File: src/rtl/ped_request_conditioner.sv
// Pedestrian request conditioner.
// Turns the raw, bouncy, asynchronous push-button into a clean, latched
// request level for the pedestrian signal controller. The button is
// synchronised and debounced, a request is held until the controller enters
// its walk state, and a tick-timed lockout follows every serviced cycle so
// back-to-back presses cannot starve the main road.

module ped_request_conditioner #(
   parameter int unsigned DB_CYCLES     = 4,  // 1..15 stable samples before btn_db follows
   parameter int unsigned LOCKOUT_TICKS = 3   // 0..15 tick pulses spent in LOCKOUT
) (
   input  logic       clk,
   input  logic       reset,
   input  logic       btn_raw,
   input  logic       tick,
   input  logic [1:0] ctrl_state,
   output logic       ped_sensor,
   output logic       lockout_active,
   output logic       btn_db,
   output logic [7:0] press_count,
   output logic [1:0] req_state
);

   typedef enum logic [1:0] {
      IDLE     = 2'b00,
      PENDING  = 2'b01,
      SERVICED = 2'b10,
      LOCKOUT  = 2'b11
   } req_state_t;

   // Terminal values of the two 4-bit counters. LOCK_LAST is unused when
   // LOCKOUT_TICKS is 0 (LOCK_NONE short-circuits the lockout).
   localparam logic [3:0] DB_LAST   = 4'(DB_CYCLES - 1);
   localparam logic [3:0] LOCK_LAST = 4'(LOCKOUT_TICKS - 1);
   localparam bit         LOCK_NONE = (LOCKOUT_TICKS == 0);

   // Controller walk state, and idle/red (11 is folded onto 00).
   localparam logic [1:0] CTRL_WALK = 2'b01;

   logic       r_sync1;
   logic       r_sync2;
   logic       r_btn_db;
   logic       r_btn_db_prev;
   logic [3:0] r_db_cnt;
   logic [7:0] r_press_count;

   req_state_t r_state;
   logic [3:0] r_lock_cnt;
   logic       r_early_req;
   logic       r_ped_sensor;
   logic       r_lockout_active;

   req_state_t w_state_nxt;
   logic [3:0] w_lock_cnt_nxt;
   logic       w_early_nxt;
   logic       w_lock_exit;
   logic       w_press;
   logic       w_ctrl_walk;
   logic       w_ctrl_idle;

   assign w_press     = r_btn_db & ~r_btn_db_prev;
   assign w_ctrl_walk = (ctrl_state == CTRL_WALK);
   assign w_ctrl_idle = (ctrl_state[1] == ctrl_state[0]);

   // Two-flop synchroniser for the asynchronous button input.
   // NOTE: every flop here uses an asynchronous reset in the sensitivity list,
   // so reset clears state immediately, without waiting for a clock edge.
   always_ff @(posedge clk or posedge reset) begin
      if (reset) begin
         r_sync1 <= 1'b0;
         r_sync2 <= 1'b0;
      end else begin
         // NOTE: non-blocking assignments make sync2 take the old sync1,
         // giving a real two-stage chain rather than a single flop.
         r_sync1 <= btn_raw;
         r_sync2 <= r_sync1;
      end
   end

   // Debounce: btn_db follows sync2 only after DB_CYCLES consecutive
   // disagreeing samples; any agreeing sample restarts the count.
   always_ff @(posedge clk or posedge reset) begin
      if (reset) begin
         r_btn_db <= 1'b0;
         r_db_cnt <= 4'd0;
      end else if (r_sync2 != r_btn_db) begin
         if (r_db_cnt == DB_LAST) begin
            r_btn_db <= r_sync2;
            r_db_cnt <= 4'd0;
         end else begin
            r_db_cnt <= r_db_cnt + 4'd1;
         end
      end else begin
         r_db_cnt <= 4'd0;
      end
   end

   // Rising-edge detect history and saturating press counter (any state).
   always_ff @(posedge clk or posedge reset) begin
      if (reset) begin
         r_btn_db_prev <= 1'b0;
         r_press_count <= 8'd0;
      end else begin
         r_btn_db_prev <= r_btn_db;
         if (w_press && (r_press_count != 8'hFF)) begin
            r_press_count <= r_press_count + 8'd1;
         end
      end
   end

   // Request FSM state, lockout bookkeeping and registered Moore outputs.
   always_ff @(posedge clk or posedge reset) begin
      if (reset) begin
         r_state          <= IDLE;
         r_lock_cnt       <= 4'd0;
         r_early_req      <= 1'b0;
         r_ped_sensor     <= 1'b0;
         r_lockout_active <= 1'b0;
      end else begin
         r_state          <= w_state_nxt;
         r_lock_cnt       <= w_lock_cnt_nxt;
         r_early_req      <= w_early_nxt;
         r_ped_sensor     <= (w_state_nxt == PENDING);
         r_lockout_active <= (w_state_nxt == LOCKOUT);
      end
   end

   // Next-state logic: request latching, service detection and lockout timing.
   always_comb begin
      // NOTE: every output of this block gets a default first so no path
      // leaves a signal unassigned, which would infer a latch.
      w_state_nxt    = r_state;
      w_lock_cnt_nxt = r_lock_cnt;
      w_early_nxt    = r_early_req;
      w_lock_exit    = 1'b0;

      case (r_state)
         IDLE: begin
            if (w_press) begin
               w_state_nxt = PENDING;
            end
         end

         PENDING: begin
            // Extra presses only bump press_count.
            if (w_ctrl_walk) begin
               w_state_nxt = SERVICED;
            end
         end

         SERVICED: begin
            // Clearance (10) keeps waiting; presses here are discarded.
            if (w_ctrl_idle) begin
               w_state_nxt    = LOCKOUT;
               w_lock_cnt_nxt = 4'd0;
               w_early_nxt    = 1'b0;
            end
         end

         LOCKOUT: begin
            if (LOCK_NONE) begin
               w_lock_exit = 1'b1;
            end else if (tick) begin
               if (r_lock_cnt == LOCK_LAST) begin
                  w_lock_exit = 1'b1;
               end else begin
                  w_lock_cnt_nxt = r_lock_cnt + 4'd1;
               end
            end

            // A press on the exit edge is served just like a remembered one.
            if (w_lock_exit) begin
               w_state_nxt = (r_early_req || w_press) ? PENDING : IDLE;
               w_early_nxt = 1'b0;
            end else if (w_press) begin
               w_early_nxt = 1'b1;
            end
         end

         default: begin
            w_state_nxt = IDLE;
         end
      endcase
   end

   assign ped_sensor     = r_ped_sensor;
   assign lockout_active = r_lockout_active;
   assign btn_db         = r_btn_db;
   assign press_count    = r_press_count;
   assign req_state      = r_state;

endmodule
File: config.mk
export PLATFORM = sky130hd
export DESIGN_NAME = ped_request_conditioner
export DESIGN_NICKNAME = d
export VERILOG_FILES = /design/src/rtl/ped_request_conditioner.sv
export SDC_FILE = /design/constraint.sdc
export NUM_CORES = 1
export LEC_CHECK = 0
export CAP_MARGIN = 20
export CELL_PAD_IN_SITES_DETAIL_PLACEMENT = 0
export CELL_PAD_IN_SITES_GLOBAL_PLACEMENT = 1
export CORE_MARGIN = 10
export CORE_UTILIZATION = 25
export DETAILED_ROUTE_END_ITERATION = 10
export GPL_TIMING_DRIVEN = 0
export PLACE_DENSITY_LB_ADDON = 0.1
export SLEW_MARGIN = 20
export SYNTH_ARGS = -nofsm -noshare
export SYNTH_HDL_FRONTEND = slang
export SYNTH_SLANG_ARGS = --single-unit
export TNS_END_PERCENT = 10
File: constraint.sdc
create_clock -name clk -period 1.35 [get_ports clk]
set_clock_uncertainty 0.1 [all_clocks]
set_input_delay 0.3375 -clock clk [delete_from_list [all_inputs] [get_ports clk]]
set_output_delay 0.3375 -clock clk [all_outputs]
set_load 0.1 [all_outputs]
==> out/qor.csv, run 1 <==
stage,metric,value,unit
critical_path,crit_required,1.40,ns
critical_path,cpLargestDelayFamily,simple AND/OR/NAND/NOR gates,
clock_network,cts_buffers,3,
synthesis,synth_fp_nets,118,
timing,drv_slew,0,
global_routing,grt_max_degree,26,
global_routing,grt_overflow,0,
synthesis,syn_inst,107,
critical_path,end_kind,flip-flop,
global_routing,track_usage,0.0703,
timing,tightest_slew,0.557,ns
route,wl_per_cell,13.2,um
power_and_ir_drop,leakagePower,0.755,nW
clock_network,cts_root_buffer,clkbuf_8,
clock_network,cts_buffer_depth,2,
cells_and_area,layout-drive-gt1-share,0.482,
synthesis,yosysWarningCount,0,
critical_path,crit_fanout,5,
clock_network,cts_tree,done,
route,drc_errors,0,
route,vias_per_cell,4.45,
cells_and_area,diodes,0,
timing,rsz0062_at_grt,yes,
place,hpwl,1890,um
global_routing,grt_pass1_wl,4830,um
die,die_w,90.1,um
critical_path,cpMaxStageDelayCell,or3b_4,
critical_path,crit_chain,"inv_2, ha_1, or3b_4, o21ai_1, a21oi_1",
global_routing,grt_pass1_vias,1020,
die,dieArea,0.00811,mm^2
synthesis,synth_area,0.00123,mm^2
clock_network,htreeDepth,1,
timing,max_freq,662,MHz
critical_path,arrival,1.56,ns
critical_path,worstSetupPathType,reg2reg,
timing,hold_viol,0,
die,start_util,0.258,
clock_network,clk_pin_slew,0.09,ns
cells_and_area,n_fill_cell,469,
synthesis,synthFlopType,dfrtp_1,
clock_network,clock-sinks,25,
route,ant_nets,0,
die,rows,25,
synthesis,synth.avg_cell_area,11.5,um^2
power_and_ir_drop,cellInternalPower,2.34,mW
route,routed-via-count,907,
timing,setup_viol_count_final,21,
synthesis,synth_edf_count,0,
die,core,0.00475,mm^2
timing,whs,0.265,ns
die,io_pins,19,
worst_hold_path,min_path_type,reg2reg,
power_and_ir_drop,clockPowerShare,0.103,
cells_and_area,area_delta_synth_final,52.9,%
cells_and_area,nets,149,
timing,setup_slack,-0.160,ns
critical_path,cpPeakStageDelay,0.44,ns
power_and_ir_drop,power,4.47,mW
timing,min_period,1.51,ns
run_status,violations,negative setup slack,
power_and_ir_drop,p_sw,2.12,mW
global_routing,antenna_found_initial,0,
timing,fin_crit_sh,1.12,
route,wirelength,2700,um
synthesis,synth_seq_cells,25,
synthesis,synthArstFlopShare,1.00,
power_and_ir_drop,power.density,2380,mW/mm^2
critical_path,crit_buf_inv,1,
clock_network,insertion_delay,0.27,ns
route,dr.first_iter.drc_count,27,
power_and_ir_drop,seqPwrFrac,0.307,
place,io_buffers,18,
flow_run,max-cap-violations,0,
run_status,outcome,"finished, violations left",
power_and_ir_drop,ir_drop,1.79,mV
die,fp.dieH,90.1,um
critical_path,startpoint_type,flip-flop,
place,gp_congestion,0.749,
route,firstDrtPassIters,3,
synthesis,seq_area_frac_synth,0.510,
synthesis,yosysUniqueCellTypes,37,
power_and_ir_drop,swShare,0.475,
power_and_ir_drop,p_comb_frac,0.590,
timing,maxSlewHeadroom,0.628,
==> layer usage <==
layer	vias up	global-route usage	wire length, um	part of all wire
met5	-	0	0	0
met4	0	0.0318	38	0.014
met3	4	0.0216	114	0.042
met2	14	0.115	1310	0.48
met1	447	0.0824	1240	0.46
li1	442	-	-	-
==> registers in the layout (all words and copies together) (netlist names) <==
register        flops
press_count         8
r_early_req         1
r_sync2             1
btn_db              1
ped_sensor          1
req_state           2
r_lock_cnt          4
r_db_cnt            4
r_sync1             1
r_btn_db_prev       1
lockout_active      1
==> synth_stat cells, drive strengths merged (2+ instances only) <==
cell / instances / area (um^2)
dfrtp: 25 / 626
o21ai: 7 / 38.8
a21oi: 6 / 30.0
nand2: 6 / 22.5
nand3: 6 / 30.0
ha: 5 / 62.6
inv: 5 / 18.8
mux2: 5 / 60.1
nand2b: 4 / 25.0
xnor2: 4 / 35.0
mux2i: 3 / 30.0
nand3b: 3 / 22.5
nor2b: 3 / 18.8
nor3b: 3 / 32.5
a211oi: 2 / 15.0
and3: 2 / 12.5
and3b: 2 / 20.0
buf: 2 / 10.0
nand4: 2 / 27.5
==> final timing paths <==
path                                            from                         end  slack, ns  cells past startpoint
setup / recovery           r_lock_cnt[0]$_DFFE_PP0P_    lockout_active$_DFF_PP0_      -0.16                      5
hold / removal                     r_sync1$_DFF_PP0_           r_sync2$_DFF_PP0_       0.27                      0
setup reg to reg           r_lock_cnt[0]$_DFFE_PP0P_    lockout_active$_DFF_PP0_      -0.16                      5
hold reg to reg                    r_sync1$_DFF_PP0_           r_sync2$_DFF_PP0_       0.27                      0
max in group asynchronous                      reset  press_count[4]$_DFFE_PP0P_       0.43                      2
min in group asynchronous                      reset   r_lock_cnt[1]$_DFFE_PP0P_       0.35                      2
==> layout make-up <==
cell class                 count  area [um^2]  area share
buffer                         2         18.8      0.0100
clock buffer                   3         41.3      0.0220
clock inverter                 1         7.51     0.00400
inverter                       5         22.5      0.0120
multi-input combinational     75          704       0.375
sequential                    25          662       0.353
tap                           67         83.8      0.0447
timing repair buffer          26          337       0.179
==> through the flow <==
stage          instance area [um^2]  utilization  TNS (ns)  std cells  worst slack (ns)
3_5_place_dp                   1560        0.328    -23.35        192            -0.694
3_3_place_gp                   1560        0.328    -22.84        192            -0.718
6_report                       1880        0.395     -1.88        204            -0.160
5_1_grt                        1880        0.395     -3.14        204            -0.226
4_1_cts                        1820        0.382     -2.00        202            -0.156
2_1_floorplan                  1290            -     -2.31        107            -0.281
==> what timing repair did <==
action	4_1_cts	5_1_grt
hold endpoints to repair	0	0
setup buffers	6	2
gates resized for setup	128	13
hold buffers	0	0
endpoints found under the setup margin	53	28
pin swaps	5	3
==> power by group through the flow <==
stage                     Combinational (mW)  Sequential (mW)  Clock, mW
after floorplan                        0.713             2.26          0
after global placement                  2.14             1.32          0
after detailed placement                2.14             1.33          0
after CTS                               2.53             1.36      0.490
after global routing                    2.82             1.42      0.525
final                                   2.64             1.37      0.459
==> placed cells by master (no fill, tap or decap), types with 5 or more instances in the layout <==
cell / instances
dfrtp_1: 14
buf_12: 9
nand2_1: 5
dfrtp_4: 9
a21oi_1: 6
buf_4: 9
==> cells by family (layout without fill, tap and decap cells) <==
kind of cell / Yosys count / count (layout) / synth area share
flip-flops: 25 / 25 / 0.510
XOR/XNOR: 5 / 5 / 0.0357
buffers and inverters: 7 / 37 / 0.0234
AND/OR/NAND/NOR: 38 / 38 / 0.214
multiplexers: 8 / 8 / 0.0734
adder cells (fa/ha/maj): 5 / 5 / 0.0510
AO/OA/AOI/OAI: 19 / 19 / 0.0928
Note: power is estimated with default switching activity, not from simulation.
==> run 2, diff against run 1 <==
- ABC_AREA: default -> 1
==> out/qor.csv, run 2 <==
stage,metric,value,unit
run_status,outcome,"finished, violations left",
run_status,violations,negative setup slack,
timing,drv_slew,0,
die,fp.dieH,92.8,um
synthesis,synthSimpleGateAreaFrac,0.312,
timing,max_freq,681,MHz
clock_network,clk_pin_slew,0.08,ns
critical_path,reg2regPathDepth,7,
synthesis,netlist_top_cells_count,"nand2_1 (41), dfrtp_1 (25), inv_1 (18), nand3_1 (11), nor2_1 (10)",
clock_network,cts_hold_buffers,0,
critical_path,crit_fanout,6,
synthesis,synthArstFlopShare,1.00,
critical_path,r2r_setup_slack,-0.12,ns
route,ant_nets,0,
cells_and_area,nets,193,
die,io_pins,19,
critical_path,cpMaxStageDelayCell,dfrtp_4,
synthesis,syn_inst,150,
synthesis,yosysUniqueCellTypes,25,
synthesis,synth.mux.area_fraction,0.00851,
cells_and_area,layout_common_cells,"nand2_1 (39), inv_1 (16), dfrtp_1 (13), buf_12 (12)",
cells_and_area,fin_area,0.00190,mm^2
place,hpwl,2080,um
critical_path,arrival,1.56,ns
cells_and_area,diodes,0,
global_routing,grt_max_degree,26,
critical_path,crit_required,1.44,ns
power_and_ir_drop,leakagePower,0.875,nW
synthesis,synth_adder_area_share,0.0473,
synthesis,synth_seq_cells,25,
power_and_ir_drop,ir_drop,1.03,mV
global_routing,grt_pass1_vias,1101,
critical_path,cpPeakStageDelay,0.53,ns
synthesis,synth_top_area_frac,0.473,
route,firstDrtPassIters,4,
cells_and_area,layout-drive-gt1-share,0.359,
worst_hold_path,min_path_type,reg2reg,
global_routing,track_usage,0.0718,
timing,fin_crit_sh,1.09,
synthesis,yosysWarningCount,0,
synthesis,synthXorXnorAreaFrac,0.0463,
route,wl_per_cell,11.0,um
route,vias_per_cell,4.15,
timing,setup_slack,-0.119,ns
cells_and_area,mostFrequentLayoutCell,nand2_1,
critical_path,r2r_end,press_count[4]$_DFFE_PP0P_,
worst_hold_path,min_path_cells,0,
synthesis,synth_edf_count,0,
power_and_ir_drop,power.density,2300,mW/mm^2
global_routing,grt_pass1_wl,5110,um
synthesis,yosys.area.top_type,dfrtp_1,
timing,min_period,1.47,ns
route,routed-via-count,1042,
clock_network,cts_buffer_depth,2,
synthesis,synth_area_leaders,"dfrtp_1 (47%), nand2_1 (12%), inv_1 (5.1%)",
clock_network,cts_buffers,3,
place,gp_congestion,0.730,
synthesis,synth.avg_cell_area,8.83,um^2
critical_path,startpoint_type,flip-flop,
worst_hold_path,hp-start,r_sync1$_DFF_PP0_,
die,core,0.00511,mm^2
power_and_ir_drop,power,4.37,mW
critical_path,worstSetupPathType,reg2reg,
die,start_util,0.259,
worst_hold_path,whs_endpoint,r_sync2$_DFF_PP0_,
die,dieArea,0.00861,mm^2
critical_path,crit_chain,"ha_4, inv_4, nor2_4, a21oi_4, buf_12, nand2_4, o21ai_2",
synthesis,yosysMostFrequentCell,nand2_1,
die,rows,26,
cells_and_area,largest_register_ffs,8,
route,dr.first_iter.drc_count,41,
synthesis,synth_fp_nets,161,
place,place_area,0.00163,mm^2
cells_and_area,area_delta_synth_final,43.3,%
place,io_buffers,18,
global_routing,grt_overflow,0,
timing,rsz0062_at_grt,yes,
global_routing,antenna_found_initial,0,
synthesis,synth-compound-area-share,0.0473,
synthesis,synth_area,0.00132,mm^2
synthesis,synthFlopType,dfrtp_1,
clock_network,cts_tree,done,
synthesis,seq_area_frac_synth,0.473,
timing,setup_viol_count_final,20,
timing,maxSlewHeadroom,0.627,
critical_path,end_kind,flip-flop,
clock_network,clock-sinks,25,
route,wirelength,2760,um
timing,hold_viol,0,
flow_run,max-cap-violations,0,
die,die_w,92.8,um
timing,tightest_slew,0.559,ns
clock_network,cts_root_buffer,clkbuf_8,
clock_network,insertion_delay,0.26,ns
synthesis,synth_top_family_by_area,simple AND/OR/NAND/NOR gates,
critical_path,r2r_start,press_count[0]$_DFFE_PP0P_,
route,drc_errors,0,
clock_network,htreeDepth,1,
run 2: cell count changes in the layout (fill, tap and decap cells not counted), sizes merged, moves of 4 or more:
cell    before  now
xor2         1    5
a21oi        6    1
nor2         1   13
nand2        6   48
mux2         5    1
nand3        6   15
nand2b       4    0
inv          4   19
run 2: through the flow:
stage                      util  setup TNS [ns]  hold slack (ns)  cells  worst slack (ns)
after floorplan               -           -1.58            0.231    150            -0.199
after global placement    0.319          -21.15            0.240    238            -0.671
after detailed placement  0.319          -21.40            0.246    238            -0.681
after CTS                 0.347           -1.56            0.267    245            -0.160
after global routing      0.371           -3.08            0.273    251            -0.185
final                     0.371           -1.40            0.260    251            -0.119
run 2: layer usage:
| layer | GRT usage | vias to the layer above | part of all wire |
|---|---|---|---|
| li1 | - | 529 | - |
| met1 | 0.0815 | 495 | 0.45 |
| met2 | 0.122 | 14 | 0.49 |
| met3 | 0.0210 | 4 | 0.046 |
| met4 | 0.0308 | 0 | 0.013 |
| met5 | 0 | - | 0 |
run 2: where the power goes:
part | switching (mW) | internal, mW | total (mW)
combinational | 1.63 | 0.975 | 2.61
clock | 0.222 | 0.211 | 0.432
sequential | 0.301 | 1.02 | 1.33
total | 2.16 | 2.21 | 4.37
run 2: layout make-up:
cell class	instances	area (um^2)
timing repair buffer	27	368
multi-input combinational	103	654
sequential	25	648
inverter	22	93.8
clock buffer	4	45.0
tap	70	87.6
fill	541	3210
run 2: worst max-delay path by stage:
stage,depth (start not counted),start,end
after floorplan,7,press_count[1]$_DFFE_PP0P_,press_count[5]$_DFFE_PP0P_
after global placement,1,req_state[1]$_DFF_PP0_,req_state[1]
after detailed placement,1,req_state[1]$_DFF_PP0_,req_state[1]
after CTS,7,press_count[0]$_DFFE_PP0P_,press_count[5]$_DFFE_PP0P_
after global routing,7,press_count[0]$_DFFE_PP0P_,press_count[5]$_DFFE_PP0P_
final,7,press_count[0]$_DFFE_PP0P_,press_count[4]$_DFFE_PP0P_
run 2: worst max-delay path, delay by kind of cell, from the launching register on:
family | cells | cell delay, ns
flip-flops | 1 | 0.53
AO/OA/AOI/OAI | 2 | 0.26
buffers and inverters | 2 | 0.22
adder cells (fa/ha/maj) | 1 | 0.18
AND/OR/NAND/NOR | 2 | 0.09
run 2: cell families after synthesis:
family          count (synthesis)
compound gates                  9
xor+xnor                        7
fa+ha+maj                       5
buf+inv                        22
flops                          25
mux                             1
simple gates                   81
run 2: timing repair:
item | CTS | global route
endpoints found under the setup margin | 53 | 29
gates resized for setup | 105 | 17
pin swaps | 3 | 5
setup buffers | 3 | 6
==> run 3, diff against run 2 <==
- CORE_UTILIZATION: 25 -> 36
==> out/qor.csv, run 3 (same netlist as run 2, synthesis figures left out) <==
stage,metric,value,unit
run_status,outcome,"finished, violations left",
run_status,violations,negative setup slack,
timing,rsz0062_at_grt,yes,
critical_path,r2r_end,press_count[5]$_DFFE_PP0P_,
route,wl_per_cell,11.8,um
place,dpl.cell_count,214,
worst_hold_path,min_path_cells,0,
power_and_ir_drop,ir_drop,1.46,mV
die,start_util,0.385,
critical_path,crit_buf_inv,1,
clock_network,cts_hold_buffers,0,
place,place_area,0.00160,mm^2
timing,tightest_slew,0.544,ns
cells_and_area,fin_util,0.553,
die,die_w,80.6,um
route,routed-via-count,1043,
timing,whs,0.262,ns
route,dr.first_iter.drc_count,44,
clock_network,insertion_delay,0.28,ns
clock_network,cts_buffers,3,
critical_path,crit_cells,1,
cells_and_area,mostFrequentLayoutCell,nand2_1,
cells_and_area,layout-drive-gt1-share,0.368,
global_routing,antenna_found_initial,0,
cells_and_area,area_delta_synth_final,43.7,%
clock_network,cts_tree,done,
power_and_ir_drop,clockPowerShare,0.105,
power_and_ir_drop,leakagePower,0.875,nW
worst_hold_path,min_path_type,reg2reg,
critical_path,end_kind,output pin,
timing,setup_slack,-0.0672,ns
cells_and_area,nets,194,
critical_path,cpMaxStageDelayCell,dfrtp_4,
timing,maxSlewHeadroom,0.637,
cells_and_area,fin_area,0.00190,mm^2
clock_network,htreeDepth,1,
route,ant_nets,0,
critical_path,r2r_start,press_count[0]$_DFFE_PP0P_,
timing,min_period,1.42,ns
route,vias_per_cell,4.57,
critical_path,crit_fanout,3,
die,core,0.00344,mm^2
die,io_pins,19,
power_and_ir_drop,cellInternalPower,2.23,mW
critical_path,r2r_setup_slack,-0.03,ns
timing,fin_crit_sh,1.05,
timing,max_freq,706,MHz
timing,hold_viol,0,
critical_path,startpoint_type,flip-flop,
timing,setup_viol_count_final,11,
power_and_ir_drop,power.density,2340,mW/mm^2
cells_and_area,n_fill_cell,315,
place,gp_congestion,0.783,
critical_path,crit_required,0.91,ns
power_and_ir_drop,p_sw,2.23,mW
global_routing,grt_overflow,0,
critical_path,cpPeakStageDelay,0.52,ns
critical_path,arrival,0.98,ns
worst_hold_path,whs_endpoint,r_sync2$_DFF_PP0_,
place,dpl_worst_slack,-0.661,ns
power_and_ir_drop,power,4.45,mW
route,drc_errors,0,
place,io_buffers,18,
cells_and_area,largest_register_ffs,8,
clock_network,clk_pin_slew,0.09,ns
critical_path,worstSetupPathType,reg2out,
power_and_ir_drop,seqPwrFrac,0.296,
clock_network,clock-sinks,25,
global_routing,grt_pass1_wl,4540,um
global_routing,track_usage,0.0876,
power_and_ir_drop,p_comb_frac,0.599,
critical_path,crit_chain,buf_12,
flow_run,max-cap-violations,0,
critical_path,cpLargestDelayFamily,flip-flops,
die,fp.dieH,80.6,um
cells_and_area,diodes,0,
cells_and_area,fin_cells,228,
cells_and_area,layout_common_cells,"nand2_1 (40), inv_1 (15), dfrtp_1 (14), nand3_1 (11), buf_12 (11)",
die,dieArea,0.00650,mm^2
critical_path,reg2regPathDepth,7,
timing,drv_slew,0,
die,rows,21,
route,firstDrtPassIters,4,
place,hpwl,1880,um
clock_network,cts_root_buffer,clkbuf_8,
power_and_ir_drop,swShare,0.500,
clock_network,cts_buffer_depth,2,
timing,finalSetupTns,-0.309,ns
worst_hold_path,hp-start,r_sync1$_DFF_PP0_,
route,wirelength,2690,um
global_routing,grt_pass1_vias,979,
global_routing,grt_max_degree,26,
-- run 3: per-layer routing --
| layer | wire [um] | vias up | track usage |
|---|---|---|---|
| met2 | 1410 | 14 | 0.148 |
| li1 | - | 539 | - |
| met4 | 22 | 0 | 0.0264 |
| met5 | 0 | - | 0 |
| met1 | 1110 | 487 | 0.0986 |
| met3 | 147 | 3 | 0.0345 |
-- run 3: worst max-delay path by stage --
stage	startpoint	end	slack [ns]
6_report	press_count[0]$_DFFE_PP0P_	press_count[0]	-0.07
5_1_grt	press_count[0]$_DFFE_PP0P_	press_count[0]	-0.1
4_1_cts	press_count[3]$_DFFE_PP0P_	press_count[3]	-0.09
2_1_floorplan	press_count[1]$_DFFE_PP0P_	press_count[5]$_DFFE_PP0P_	-0.20
3_5_place_dp	press_count[3]$_DFFE_PP0P_	press_count[3]	-0.66
3_3_place_gp	req_state[1]$_DFF_PP0_	req_state[1]	-0.66
-- run 3: repair_timing --
item,in CTS,in global routing
resized for setup,117,11
setup buffers,6,3
setup endpoints to repair,51,28
hold endpoints to repair,0,0
pin swaps,3,6
cloned,1,0
-- run 3: layout make-up --
| cell class | count | area, um^2 | share of cell area |
|---|---|---|---|
| Multi-Input combinational cell | 104 | 689 | 0.363 |
| Sequential cell | 25 | 647 | 0.340 |
| Timing Repair Buffer | 27 | 365 | 0.192 |
| Inverter | 22 | 93.8 | 0.0493 |
| Tap cell | 46 | 57.6 | 0.0303 |
| Clock buffer | 3 | 41.3 | 0.0217 |
| Clock inverter | 1 | 7.51 | 0.00395 |
-- run 3: power by group through the flow --
stage	combinational (mW)	clock (mW)	sequential, mW
2_1_floorplan	0.916	0	2.08
3_3_place_gp	2.16	0	1.27
3_5_place_dp	2.20	0	1.29
4_1_cts	2.55	0.495	1.31
5_1_grt	2.86	0.506	1.36
6_report	2.67	0.466	1.32
